**src/rtl/fcmp_pipe.sv**
```systemverilog
// Two-stage binary32 compare / min-max / classify unit with valid-ready handshake and sticky NV.
// Define FCMP_MINMAX_EN to build FMIN/FMAX; otherwise ops 3/4 return out_err like reserved ops.
module fcmp_pipe #(
    parameter int WIDTH = 32,
    parameter int TAG_W = 5
) (
    input  logic             clk,
    input  logic             rst,
    input  logic             flush,
    input  logic             in_valid,
    output logic             in_ready,
    input  logic [2:0]       in_op,
    input  logic [WIDTH-1:0] in_a,
    input  logic [WIDTH-1:0] in_b,
    input  logic [TAG_W-1:0] in_tag,
    output logic             out_valid,
    input  logic             out_ready,
    output logic [WIDTH-1:0] out_data,
    output logic [TAG_W-1:0] out_tag,
    output logic             out_nv,
    output logic             out_err,
    input  logic             flags_clr,
    output logic             nv_sticky
);
    localparam logic [2:0] OP_FEQ    = 3'd0;
    localparam logic [2:0] OP_FLT    = 3'd1;
    localparam logic [2:0] OP_FLE    = 3'd2;
    localparam logic [2:0] OP_FCLASS = 3'd5;
`ifdef FCMP_MINMAX_EN
    localparam logic [2:0] OP_FMIN   = 3'd3;
    localparam logic [2:0] OP_FMAX   = 3'd4;
    localparam logic [WIDTH-1:0] CANON_NAN = 32'h7FC0_0000;
`endif

    // One-hot class: -inf,-norm,-sub,-0,+0,+sub,+norm,+inf,sNaN,qNaN (bit 0 first)
    function automatic logic [9:0] fclass(input logic [WIDTH-1:0] v);
        logic [9:0] c;
        c = '0;
        if (v[30:23] == 8'hFF) begin
            if (v[22:0] == 23'd0) c = v[31] ? 10'h001 : 10'h080;
            else if (v[22])       c = 10'h200;
            else                  c = 10'h100;
        end else if (v[30:23] == 8'h00) begin
            if (v[22:0] == 23'd0) c = v[31] ? 10'h008 : 10'h010;
            else                  c = v[31] ? 10'h004 : 10'h020;
        end else begin
            c = v[31] ? 10'h002 : 10'h040;
        end
        return c;
    endfunction

    // Sign-magnitude ordering that treats -0 as below +0; callers mask the zero case where needed
    function automatic logic lt_raw(input logic [WIDTH-1:0] a, input logic [WIDTH-1:0] b);
        if (a[31] != b[31]) return a[31];
        else if (a[31])     return a[30:0] > b[30:0];
        else                return a[30:0] < b[30:0];
    endfunction

    logic             vld_p1, vld_p2;
    logic [2:0]       op_p1;
    logic [WIDTH-1:0] a_p1, b_p1;
    logic [TAG_W-1:0] tag_p1;
    logic [9:0]       cls_a_p1;
    logic             b_nan_p1, b_snan_p1, b_zero_p1;
    logic             adv_p1, adv_p2;

    assign adv_p2    = !vld_p2 || out_ready;
    assign adv_p1    = !vld_p1 || adv_p2;
    assign in_ready  = adv_p1;
    assign out_valid = vld_p2;

    // ---- stage 1: capture op, operands and class of both operands
    always_ff @(posedge clk) begin
        if (rst || flush) vld_p1 <= 1'b0;
        else if (adv_p1)  vld_p1 <= in_valid;
        if (adv_p1 && in_valid) begin
            op_p1     <= in_op;
            a_p1      <= in_a;
            b_p1      <= in_b;
            tag_p1    <= in_tag;
            cls_a_p1  <= fclass(in_a);
            b_nan_p1  <= (&in_b[30:23]) && (|in_b[22:0]);
            b_snan_p1 <= (&in_b[30:23]) && (|in_b[22:0]) && !in_b[22];
            b_zero_p1 <= (in_b[30:0] == 31'd0);
        end
    end

    logic             a_nan, any_nan, any_snan, both_zero, lt, eq;
    logic [WIDTH-1:0] res_data;
    logic             res_nv, res_err;

    always_comb begin
        a_nan     = cls_a_p1[9] || cls_a_p1[8];
        any_nan   = a_nan || b_nan_p1;
        any_snan  = cls_a_p1[8] || b_snan_p1;
        both_zero = (cls_a_p1[3] || cls_a_p1[4]) && b_zero_p1;
        lt        = lt_raw(a_p1, b_p1);
        eq        = (a_p1 == b_p1) || both_zero;
        res_data  = '0;
        res_nv    = 1'b0;
        res_err   = 1'b0;
        case (op_p1)
            OP_FEQ: begin
                res_data[0] = !any_nan && eq;
                res_nv      = any_snan;
            end
            OP_FLT: begin
                res_data[0] = !any_nan && lt && !both_zero;
                res_nv      = any_nan;
            end
            OP_FLE: begin
                res_data[0] = !any_nan && (lt || eq);
                res_nv      = any_nan;
            end
`ifdef FCMP_MINMAX_EN
            OP_FMIN, OP_FMAX: begin
                res_nv = any_snan;
                if (a_nan && b_nan_p1)              res_data = CANON_NAN;
                else if (a_nan)                     res_data = b_p1;
                else if (b_nan_p1)                  res_data = a_p1;
                else if (lt ^ (op_p1 == OP_FMAX))   res_data = a_p1;
                else                                res_data = b_p1;
            end
`endif
            OP_FCLASS: res_data[9:0] = cls_a_p1;
            default:   res_err = 1'b1;
        endcase
    end

    // ---- stage 2: result register, held while writeback stalls
    always_ff @(posedge clk) begin
        if (rst) begin
            vld_p2   <= 1'b0;
            out_data <= '0;
            out_tag  <= '0;
            out_nv   <= 1'b0;
            out_err  <= 1'b0;
        end else begin
            if (flush)       vld_p2 <= 1'b0;
            else if (adv_p2) vld_p2 <= vld_p1;
            if (adv_p2 && vld_p1) begin
                out_data <= res_data;
                out_tag  <= tag_p1;
                out_nv   <= res_nv;
                out_err  <= res_err;
            end
        end
    end

    // Set beats a concurrent clear so an NV retiring during an fcsr write is not lost
    always_ff @(posedge clk) begin
        if (rst)                                 nv_sticky <= 1'b0;
        else if (out_valid && out_ready && out_nv) nv_sticky <= 1'b1;
        else if (flags_clr)                      nv_sticky <= 1'b0;
    end
endmodule

```
**config.mk**
```make
export PLATFORM = sky130hd
export DESIGN_NAME = fcmp_pipe
export DESIGN_NICKNAME = d
export VERILOG_FILES = /design/src/rtl/fcmp_pipe.sv
export SDC_FILE = /design/constraint.sdc
export NUM_CORES = 1
export LEC_CHECK = 0
export BUFFER_PORTS_ARGS = -buffer_cell sky130_fd_sc_hd__buf_2
export CAP_MARGIN = 10
export CORE_MARGIN = 4
export CORE_UTILIZATION = 48
export CTS_CLUSTER_SIZE = 30
export DETAILED_ROUTE_END_ITERATION = 7
export PLACE_DENSITY = 0.76
export SYNTH_ARGS = -nofsm -noshare
export SYNTH_HDL_FRONTEND = slang
export SYNTH_SLANG_ARGS = --single-unit
```
**constraint.sdc**
```tcl
create_clock -name clk -period 2.89 [get_ports clk]
set_clock_uncertainty 0.2 [all_clocks]
set_input_delay 0.1445 -clock clk [delete_from_list [all_inputs] [get_ports clk]]
set_output_delay 0.1445 -clock clk [all_outputs]
set_load 0.01 [all_outputs]
```
== Word-level counts from Yosys, hierarchy flattened ==
Cells that the tools add are included.

* Register bits: 105
* Word-level logic and storage cells: 75

* $lt $le $gt $ge: 2
* Equality and inequality tests: 6
* Mux-type cells: 17
* Reductions and logical operators: 35

{| class="wikitable"
|+ Operator list
! kind !! number
|-
| 10-bit 2-to-1 mux || 4
|-
| 32-bit equality test || 1
|-
| 31-bit > comparator || 1
|-
| 31-bit zero test || 1
|-
| 31-bit less-than comparator || 1
|-
| 23-bit zero test || 1
|-
| 23-bit OR reduction || 1
|-
| 6-bit 2-to-1 mux || 2
|-
| 1-bit logical AND || 11
|-
| 1-bit logical OR || 9
|-
| 9-bit 2-to-1 mux || 1
|-
| 8-bit equality test (second input constant) || 1
|-
| 8-bit zero test || 1
|-
| 8-bit 2-to-1 mux || 1
|-
| 8-bit AND reduction || 1
|-
| 7-bit 2-to-1 mux || 1
|-
| 1-bit zero test || 5
|-
| 1-bit 2-to-1 mux || 5
|-
| 5-bit 2-to-1 mux || 1
|-
| 1-bit case mux with 4 select lines || 1
|-
| 2-bit OR reduction || 2
|-
| 4-bit OR reduction || 1
|-
| 3-bit by 1-bit equality test with 1-bit output (second input constant) || 1
|-
| 3-bit by 2-bit equality test with 1-bit output (second input constant) || 1
|-
| other kinds (5) || 5
|}

== Logic depth before layout (Yosys ltp) ==
* Word-level depth: 6
* Depth in mapped cells: 8
* Depth with buffers taken out: 8

== Least setup slack after synthesis ==
OpenSTA, ideal clock, no wires.

* Kind: register to register
* Start point: register vld_p2, in the netlist out_valid
* End point: register a_p1[0] (enable)
* Library setup time: 453 ps
* Arrival: 2,641 ps
* Data required time: 2,237 ps
* Slack: -404 ps
* Cell stages (with the launch flop): 4
* Path buffers: 0
* Period minus slack after synthesis: 3,294 ps
* Cells stage by stage: dfxtp_1 -> nor2b_1 -> nand2_1 -> and2_1

* Longest elaborated chain between the ends: 4

{| class="wikitable"
|+ Ends and longest elaborated chain
! what !! RTL line !! text
|-
| from (decl) || 59 || <nowiki>logic vld_p1, vld_p2;</nowiki>
|-
| from (signal assigned) || 140 || <nowiki>else if (adv_p2) vld_p2 <= vld_p1;</nowiki>
|-
| 1-bit zero test || 67 || <nowiki>assign adv_p2 = !vld_p2 || out_ready;</nowiki>
|-
| 1-bit logical OR || 67 ||
|-
| 1-bit logical OR || 68 || <nowiki>assign adv_p1 = !vld_p1 || adv_p2;</nowiki>
|-
| net in_ready || 11 || <nowiki>output logic in_ready,</nowiki>
|-
| 1-bit logical AND || 76 || <nowiki>if (adv_p1 && in_valid) begin</nowiki>
|-
| to (signal assigned) || 78 || <nowiki>a_p1 <= in_a;</nowiki>
|-
| to (decl) || 61 || <nowiki>logic [WIDTH-1:0] a_p1, b_p1;</nowiki>
|}

The timed path passes the listed nets, and every way through them passes these cells.
A chain may end at the register's enable or synchronous reset.

== Final worst setup path ==
* Start point: register a_p1[13]
* End point: register out_data[0]

* Longest elaborated chain between the ends: 6

{| class="wikitable"
|+ Ends and longest elaborated chain
! what !! RTL line !! text
|-
| 31-bit less-than comparator / 31-bit > comparator (equally long branches) || 56, 55 ||
|-
| 1-bit 2-to-1 mux || 55 || <nowiki>else if (a[31]) return a[30:0] > b[30:0];</nowiki>
|-
| 1-bit 2-to-1 mux || 54 || <nowiki>if (a[31] != b[31]) return a[31];</nowiki>
|-
| 1-bit logical OR / 1-bit logical AND (equally long branches) || 112, 108 ||
|-
| 1-bit logical AND, on equally long branches || 112, 108 ||
|-
| 1-bit case mux with 4 select lines * || 102 || <nowiki>case (op_p1)</nowiki>
|-
| to (signal assigned) || 142 || <nowiki>out_data <= res_data;</nowiki>
|-
| to (decl) || 18 || <nowiki>output logic [WIDTH-1:0] out_data,</nowiki>
|}

Every way passes the cells marked *; elsewhere a longest branch is shown, timed or not.

==> impl_metrics.ini <==
[setup_path]
worst_r2r_path_depth = 7
cp.arrival_ns = 2.54
rr_endpoint = out_data[0]
crit_type = register to register
r2r_slack_ns = 0.44
timing.rr.start = a_p1[13]
worst-path-stages = 7
crit_family = compound AO/OA/AOI/OAI gates
worstPathRequired_ns = 2.98
crit_buf_inv = 0
path_max_fanout = 3
start_kind = register
slowest_stage = nor4_2
crit_chain = ha_1, nand4_1, nor4_2, nand3_2, a211o_1, a311o_1, o221ai_2
endpoint_kind = register
critPathMaxStageDelay_ns = 0.44

[route]
drt_iter0_drc = 101
firstDrtPassIters = 5
drt_wl_total_mm = 11.29
ant_nets = 0
wl_per_cell_um = 16.50
drc_errors = 0
viasPerCell = 5.181
vias = 3544

[timing]
rsz0062_at_grt = no
period_minus_slack_ns = 2.453
max_freq_mhz = 407.7
worstMarginPinSlew_ns = 0.6736
relSlewSlack_pct = 55.00
fin_tns_setup_ns = 0
fin_crit_sh_pct = 84.87
setup_violations = 0
drv_slew = 0
hold_viol = 0

[global_route]
grt_antenna_before_repair = 1
grt-ovfl-total = 0
grt_max_degree = 43
grt_pass1_wl_mm = 17.62
groute.usage.overall_pct = 20.35
grt_pass1_vias = 3687

[yosys]
synthAdderAreaFrac_pct = 8.360
yosysTopAreaCell = edfxtp_1
synth_edf_count = 85
synth_xor_area_share_pct = 0.1888
syn_inst = 367
synth_area_leaders = edfxtp_1 55%, dfxtp_1 8.6%, ha_1 8.4%, buf_4 3.6%, inv_1 2.8%
synth_top_family_by_area = simple AND/OR/NAND/NOR gates
synth_top_area_share_pct = 55.02
synth-seq-cells = 105
netlist_area_um2 = 4639
ys_warn_count = 0
yosys.area_share.simple_pct = 13.92
synth-compound-area-share_pct = 6.688
ys.flop_type = edfxtp_1
synth_commonest_cells = 85 x edfxtp_1, 34 x inv_1, 31 x ha_1, 24 x nand2_1, 24 x nor2_1
syn_avg_cell_area_um2 = 12.64
synth_most_common_cell = edfxtp_1
async_flop_share_pct = 0
synthMuxAreaShare_pct = 0.2157
ys_seq_area_share_pct = 63.65
ys_types = 41

[power]
ir_drop_mv = 0.3765
power_uw = 3111
p_leak_uw = 0.002606
cellPowerDensity_nw_per_um2 = 500.3

[cells_and_area]
final_layout_size_suffix_gt1_share_pct = 22.38
syn_to_final_growth_pct = 34.01
multiInputGateArea_um2 = 1448
final_nets = 658
fillCellCount = 680
register_area_um2 = 2953

[status]
status = complete, no violations

[floorplan]
initial_core_util_pct = 49.74
dieArea_um2 = 11300
rows = 35
num_io_pins = 120
die_width_um = 106.3
die_h_um = 106.3
core_um2 = 9328

[min_path]
hp-class = register to register
whs_endpoint = out_tag[1]
min_from = out_tag[1]
min_path_cells = 2

[cts]
clkTransAtPathRegs_ns = 0.11
clk_latency_ns = 0.37
post_cts_buffers = 0
numCtsBuffers = 9
cts-resized-gates = 0
tritoncts = built
cts_buffer_depth = 2
cts-htree-levels = 3
cts.sinks = 105
cts_root_buf = clkbuf_8

[placement]
port_buffers = 97
place_congestion = 0.8227
dp_hpwl_mm = 7.283

[flow_run]
drv_cap = 0
[per-layer routing]
layer  share of wire (%)  up-vias  global-route usage [%]
met3                 5.4       39                   3.582
met2                  51      154                   36.88
met1                  39     1663                   22.42
met5                   0        -                       0
met4                 4.3        0                   11.29
li1                    -     1688                       -
[cell type report]
| cell class | count | area share [%] |
|---|---|---|
| inverters | 35 | 2.113 |
| diodes | 1 | 0.04025 |
| repair buffers | 178 | 20.97 |
| flip-flops and latches | 105 | 47.49 |
| clock buffers | 9 | 1.992 |
| clock inverters | 7 | 1.509 |
| well taps | 129 | 2.596 |
| multi-input cells | 220 | 23.28 |
[worst reg2reg max path, delay by kind of cell, from the launching register on]
family / cells / cell delay (ns)
simple gates: 3 / 0.72
compound gates: 3 / 0.73
flops: 1 / 0.39
fa+ha+maj: 1 / 0.34
[state kept, by name, indices dropped and copies added (netlist names)]
register   count
b_snan_p1      1
tag_p1         5
out_data      10
nv_sticky      1
b_p1          32
a_p1          32
out_err        1
op_p1          3
cls_a_p1      10
out_nv         1
out_valid      1
vld_p1         1
out_tag        5
b_nan_p1       1
b_zero_p1      1
[stage by stage]
stage	instances	util [%]	hold slack [ns]	worst slack [ns]	cell area [um^2]
after global routing	684	66.65	0.2800	0.3118	6217
after CTS	683	66.63	0.2626	0.4637	6215
after global placement	588	55.81	0.1230	0.6086	5206
final	684	66.65	0.2668	0.4373	6217
after floorplan	388	-	0.02381	0.5362	4720
after detailed placement	588	55.81	0.1227	0.4971	5206
[placed cells by master (no fill, tap or decap), types with 6 or more instances in the layout]
cell	count
nor4_1	17
nand2_1	24
dfxtp_1	20
nor2_1	24
a21oi_1	22
a22oi_1	9
clkbuf_8	9
conb_1	22
nor3_1	14
edfxtp_1	85
dlygate4sd3_1	79
buf_2	97
inv_1	34
nand4_1	10
nand3_1	6
ha_1	31
[how the worst max path moves through the flow]
stage	start	endpoint	slack, ns
floorplan	out_valid	a_p1[0]	0.54
global placement	a_p1[14]	out_data[0]	0.61
detailed placement	a_p1[13]	out_data[0]	0.50
CTS	a_p1[13]	out_data[0]	0.46
global route	b_p1[13]	out_data[0]	0.31
finish	a_p1[13]	out_data[0]	0.44
[cell families (layout without fill, tap and decap cells)]
group	Yosys count	in the layout
simple gates	116	116
compound gates	49	49
other cells	1	23
xor+xnor	1	1
fa+ha+maj	31	31
flops	105	105
mux	1	1
buf+inv	63	229
[power breakdown]
part | leakage [uW] | internal, uW | total, uW | switching [uW]
registers | 0.00100 | 1710 | 1730 | 27.4
logic | 0.00150 | 177 | 366 | 189
clock network | 0.000106 | 488 | 1010 | 521
[what timing repair did]
item	4_1_cts	5_1_grt
hold endpoints to repair	97	0
hold buffers	79	0
setup endpoints to repair	0	0
Power figures use the tool's default switching activity.
